**src/rtl/arm_core_pkg.sv**
```systemverilog
// Shared widths and constants for the segmented ARMv8 core.
package arm_core_pkg;
    localparam int          ADDR_W           = 64;
    localparam int          INST_W           = 32;
    localparam logic [31:0] NOP_INST         = 32'hD503201F;
    localparam logic [63:0] RESET_PC_DEFAULT = 64'h0;
endpackage

```
**src/rtl/fetch_skid_fifo.sv**
```systemverilog
// Two-entry FIFO that absorbs decode stalls between instruction memory and IF/ID.
module fetch_skid_fifo #(
    parameter int W = 96
) (
    input  logic         clk,
    input  logic         reset,
    input  logic         flush,
    input  logic         push,
    input  logic         pop,
    input  logic [W-1:0] din,
    output logic [W-1:0] dout,
    output logic [1:0]   count
);
    logic [W-1:0] mem [2];
    logic         wr_ptr;
    logic         rd_ptr;
    logic         do_push;
    logic         do_pop;

    assign do_pop  = pop && (count != 2'd0);
    // A push into a full FIFO is only legal when the head leaves in the same cycle.
    assign do_push = push && ((count != 2'd2) || do_pop);
    assign dout    = mem[rd_ptr];

    always_ff @(posedge clk) begin
        if (reset || flush) begin
            wr_ptr <= 1'b0;
            rd_ptr <= 1'b0;
            count  <= 2'd0;
        end else begin
            if (do_push) begin
                mem[wr_ptr] <= din;
                wr_ptr      <= ~wr_ptr;
            end
            if (do_pop) begin
                rd_ptr <= ~rd_ptr;
            end
            count <= count + {1'b0, do_push} - {1'b0, do_pop};
        end
    end
endmodule

```
**src/rtl/fetch_stage.sv**
```systemverilog
// Instruction-fetch stage: PC, synchronous imem requests, epoch-based kill and
// a skid buffer feeding decode over valid/ready.
module fetch_stage #(
    parameter int                ADDR_W   = arm_core_pkg::ADDR_W,
    parameter int                INST_W   = arm_core_pkg::INST_W,
    parameter logic [ADDR_W-1:0] RESET_PC = arm_core_pkg::RESET_PC_DEFAULT
) (
    input  logic              clk,
    input  logic              Reset,
    output logic              imem_req,
    output logic [ADDR_W-1:0] imem_addr,
    input  logic [INST_W-1:0] imem_rdata,
    input  logic              redirect,
    input  logic [ADDR_W-1:0] redirect_pc,
    output logic              out_valid,
    input  logic              out_ready,
    output logic [INST_W-1:0] Inst,
    output logic [ADDR_W-1:0] Address
);
    import arm_core_pkg::*;

    localparam int ENTRY_W = INST_W + ADDR_W;

    logic [ADDR_W-1:0]  pc;
    logic               epoch;
    logic               inflight_valid;
    logic               inflight_epoch;
    logic [ADDR_W-1:0]  inflight_addr;
    logic [ADDR_W-1:0]  last_addr;

    logic [ENTRY_W-1:0] fifo_dout;
    logic [1:0]         fifo_count;
    logic               fifo_empty;
    logic               fifo_push;
    logic               fifo_pop;

    logic               resp_live;
    logic [INST_W-1:0]  head_inst;
    logic [ADDR_W-1:0]  head_addr;
    logic               handshake;
    logic [2:0]         next_occ;
    logic               issue;

    assign fifo_empty = (fifo_count == 2'd0);
    assign resp_live  = inflight_valid && (inflight_epoch == epoch);

    // The returning response is presented directly while the FIFO is empty,
    // which is what gives the 2-cycle redirect penalty and bubble-free streaming.
    always_comb begin
        head_inst = fifo_dout[ENTRY_W-1:ADDR_W];
        head_addr = fifo_dout[ADDR_W-1:0];
        if (fifo_empty) begin
            head_inst = imem_rdata;
            head_addr = inflight_addr;
        end
    end

    // Handshake: an instruction transfers on a rising edge where out_valid and
    // out_ready are both high; while out_valid && !out_ready the offered
    // Inst/Address stay frozen. A redirect in the same cycle voids the transfer.
    assign out_valid = !fifo_empty || resp_live;
    assign Inst      = out_valid ? head_inst : INST_W'(NOP_INST);
    assign Address   = out_valid ? head_addr : last_addr;
    assign handshake = out_valid && out_ready && !redirect;

    assign fifo_pop  = handshake && !fifo_empty;
    assign fifo_push = resp_live && !redirect && !(fifo_empty && handshake);

    // Occupancy after this cycle's push/pop; keeping it plus the new request
    // at or below 2 guarantees every response finds a free slot.
    assign next_occ  = {1'b0, fifo_count} + {2'b00, resp_live} - {2'b00, handshake};
    assign issue     = !Reset && !redirect && (next_occ < 3'd2);
    assign imem_req  = issue;
    assign imem_addr = pc;

    fetch_skid_fifo #(
        .W(ENTRY_W)
    ) u_skid (
        .clk   (clk),
        .reset (Reset),
        .flush (redirect),
        .push  (fifo_push),
        .pop   (fifo_pop),
        .din   ({imem_rdata, inflight_addr}),
        .dout  (fifo_dout),
        .count (fifo_count)
    );

    always_ff @(posedge clk) begin
        if (Reset) begin
            pc             <= RESET_PC;
            epoch          <= 1'b0;
            inflight_valid <= 1'b0;
            inflight_epoch <= 1'b0;
            inflight_addr  <= '0;
            last_addr      <= '0;
        end else begin
            if (redirect) begin
                pc    <= redirect_pc & ~ADDR_W'(3);
                epoch <= ~epoch;
            end else if (issue) begin
                pc <= pc + ADDR_W'(4);
            end
            inflight_valid <= issue;
            if (issue) begin
                inflight_addr  <= pc;
                inflight_epoch <= epoch;
            end
            if (out_valid) begin
                last_addr <= head_addr;
            end
        end
    end
endmodule

```
**config.mk**
```make
export PLATFORM = sky130hd
export DESIGN_NAME = fetch_stage
export DESIGN_NICKNAME = d
export VERILOG_FILES = /design/src/rtl/arm_core_pkg.sv /design/src/rtl/fetch_skid_fifo.sv /design/src/rtl/fetch_stage.sv
export SDC_FILE = /design/constraint.sdc
export NUM_CORES = 1
export LEC_CHECK = 0
export BUFFER_PORTS_ARGS = -buffer_cell sky130_fd_sc_hd__buf_2
export CORE_MARGIN = 3
export CORE_UTILIZATION = 57
export DETAILED_ROUTE_END_ITERATION = 10
export PLACE_DENSITY = 0.89
export SLEW_MARGIN = 20
export SYNTH_ARGS = -nofsm -noshare
export SYNTH_HDL_FRONTEND = slang
export SYNTH_SLANG_ARGS = --single-unit
```
**constraint.sdc**
```tcl
create_clock -name clk -period 13.56 [get_ports clk]
set_input_delay 2.712 -clock clk [delete_from_list [all_inputs] [get_ports clk]]
set_output_delay 2.712 -clock clk [all_outputs]
set_load 0.05 [all_outputs]
```
==> impl_results.md <==
- Status: finished clean
- Count of cell types in the netlist: 58
- Arrival @ worst endpoint: 5.82 ns
- Post-Synth Simple-Gate Area: 17.3%
- DRC errors left: 0
- Internal: 1.94 mW
- Power Density: 138 nW/um^2
- CP dominant cell by count: buf_2
- Worst-path clk slew: 0.05 ns
- Worst EP required: 10.85 ns
- Nets: 1829
- Setup ws final: 5.03 ns
- Cts hold-fix bufs: 0
- Die area: 30700 sq um
- Number of vias per cell: 6.09
- Final setup fails: 0
- Buf+Inv Stages, Crit Path: 4
- Peak VDD IR: 0.0902 mV
- Crit Path Category: in -> out
- Post-DP HPWL: 26.9 mm
- Mean Syn Cell Area: 10.7 sq um
- Port Buffer Count: 257
- # resized after CTS: 0
- Max stage delay cell, worst path: fa_1
- Post-detailed-route count of antenna-violating nets: 0
- Relative slew slack: 26.6%
- Most used DFF post-synth: dfxtp_1
- Sw power: 0.681 mW
- Layout Skew: 0.0262 ns
- # clock sinks: 384
- Vias in the first global route: 12335
- Async SR Flop Fraction: 0%
- Row count: 61
- Final wirelength: 43.4 mm
- Post-synth EDFFs: 188
- Cell Chain, Critical Path: buf_2 -> buf_4 -> nand2b_1 -> a21oi_1 -> ha_1 -> or2_2 -> fa_1 -> xnor2_2 -> nand3_4 -> inv_2 -> buf_2
- Area Overhead vs Synth: 16.7%
- Final TNS setup: 0 ns
- Leakage: 7.41 nW
- Adder-Cell Fraction of Synth Area: 0.429%
- CTS tree: built
- Setup bufs post-CTS: 0
- Routability cong.: 0.818
- Total gr overflow: 0
- I/O pin cnt: 262
- # Max-Cap Violations: 0
- Fmax: 0.117 GHz
- Cells after synthesis: 1524
- CP max stage delay: 0.50 ns
- Worst skew pair latency: 0.52 ns
- Tmin final: 8.53 ns
- Post-Syn Area: 16300 sq um
- Commonest non-fill, non-tap cell in the layout: buf_2
- Multiplexer area fraction after synthesis: 5.83%
- Final worst path period share: 62.9%
- Nature of the critical path endpoint: output pin
- XOR/XNOR Fraction of Synth Area: 1.61%
- CP top delay family: simple AND/OR/NAND/NOR gates
- Post-placement cell count: 2061
- Clock Tree Root: clkbuf_16
- Global-route wire length before repair: 67.3 mm
- Core ar.: 28000 sq um
- Seq pwr share: 48.7%
- Dpl ws: 5.01 ns
- Via count: 13000
- Count of final hold-check violations: 0
- DRT iter0 DRCs: 1237
- RSZ-0062 raised after global routing: false
- Clock Power Share: 40.0%
- Register area share after synthesis: 58.6%
- Number of buffers created by CTS: 39
- Final cell count without fillers: 2133
- Starting density of the core: 58.3%
- Post-synthesis compound-gate area fraction: 13.1%
- Gr usage total: 27.4%
- Slew @ Worst Pin: 1.10 ns
- Max Buffers Root-to-Sink: 3
- Die width: 175 microns
- Switching portion of total power: 25.9%
- Slew Viols, Final: 0
- Die H: 175 microns
- Main combinational cell family by area after synthesis: simple AND/OR/NAND/NOR gates
- Initial antenna violation count: 1
- Maximum fanout along the worst path: 41
- Drt pass-1 iters: 6
- Commonest cells after routing, fill and taps aside: buf_2, dfxtp_1, nand2_1
- Largest net degree at the start of global routing: 94
- Fraction of layout cells with a size suffix above 1: 20.0%
- Worst Setup Start Kind: input port
- CTS HTree Levels: 2
- Comb pwr share: 11.3%
- Min-delay worst type: reg -> reg
- Util after Layout: 68.1%
- Syn. warnings: 0
- Smallest hold slack: 0.472 ns
- Register bit count reported by yosys: 384
- DR WL/cell: 20.4 microns
[logic make-up after synthesis]
logic type | Yosys count
simple gates | 543
flops | 384
compound gates | 338
buf+inv | 131
mux | 95
xor+xnor | 27
fa+ha+maj | 5
other cells | 1
[stage by stage]
stage | cell area [sq um] | total power, mW
floorplan | 16300 | 1.51
global placement | 17800 | 1.59
detailed placement | 17800 | 1.60
CTS | 19100 | 2.64
global route | 19100 | 2.71
finish | 19100 | 2.62
[worst register-to-register path, stage by stage (launching register included)]
cell	delay, ns
dfxtp_1	0.33
xnor2_1	0.24
nand2_4	0.45
a21oi_1	0.29
ha_1	0.25
or2_2	0.31
fa_1	0.75
inv_1	0.18
nor4_4	0.66
nand4_4	0.52
or4_1	0.65
a311oi_1	0.29
[power groups by stage]
stage / registers (mW) / clock network, mW / logic, mW
after floorplan: 1.33 / 0 / 0.173
after global placement: 1.30 / 0 / 0.289
after detailed placement: 1.30 / 0 / 0.294
after CTS: 1.28 / 1.06 / 0.296
after global routing: 1.28 / 1.11 / 0.313
final: 1.28 / 1.05 / 0.296
[per-layer routing]
metal	vias up	part of all wire (%)	global-route usage [%]
met4	2	3.7	11.8
li1	5998	-	-
met2	684	47	43.8
met1	6195	40	36.9
met5	-	0.030	0
met3	121	9.2	4.99
[cell usage after synthesis, types with 6 or more instances]
| master | number | area, sq um |
|---|---|---|
| xor2_1 | 9 | 78.8 |
| buf_1 | 17 | 63.8 |
| o21ai_0 | 12 | 60.1 |
| dfxtp_1 | 196 | 3920 |
| a21oi_1 | 156 | 781 |
| or4_1 | 14 | 105 |
| o31ai_1 | 12 | 90.1 |
| edfxtp_1 | 188 | 5650 |
| and3_1 | 7 | 43.8 |
| nor2_1 | 55 | 206 |
| or3_1 | 19 | 119 |
| a211oi_1 | 77 | 578 |
| o211ai_1 | 6 | 45.0 |
| nor2b_1 | 62 | 388 |
| a31oi_1 | 10 | 62.6 |
| nor3_1 | 24 | 120 |
| nand4_1 | 26 | 163 |
| nand2_1 | 192 | 721 |
| mux2i_1 | 94 | 941 |
| inv_1 | 18 | 67.6 |
| and2_1 | 72 | 450 |
| clkbuf_1 | 83 | 312 |
| and4_1 | 10 | 87.6 |
| buf_2 | 6 | 30.0 |
| nor4_1 | 17 | 106 |
| xnor2_1 | 16 | 140 |
| o22ai_1 | 21 | 131 |
| a311oi_1 | 21 | 184 |
| nand3_1 | 31 | 155 |
[path summary, 6_finish.rpt]
path	start	endpoint	slack (ns)	depth (start not counted)
setup / recovery	redirect	imem_req	5.03	11
hold / removal	inflight_epoch	inflight_epoch	0.47	2
setup reg to reg	epoch	imem_addr[59]	8.55	11
hold reg to reg	inflight_epoch	inflight_epoch	0.47	2
[flip-flops by register name, indices dropped and copies added (netlist names), named ones only]
register        count
inflight_epoch      1
inflight_addr      62
u_skid.mem        188
epoch               1
imem_addr          62
u_skid.count        2
last_addr          64
inflight_valid      1
u_skid.wr_ptr       1
u_skid.rd_ptr       1
[final cells by class]
type	count	area, sq um
Tap cell	378	473
Timing Repair Buffer	271	1390
Inverter	18	67.6
Clock inverter	7	68.8
Antenna cell	1	2.50
Multi-Input combinational cell	1010	6280
Fill cell	2095	8950
Clock buffer	64	1200
Sequential cell	384	9570
Note: power is estimated with default switching activity, not from simulation.
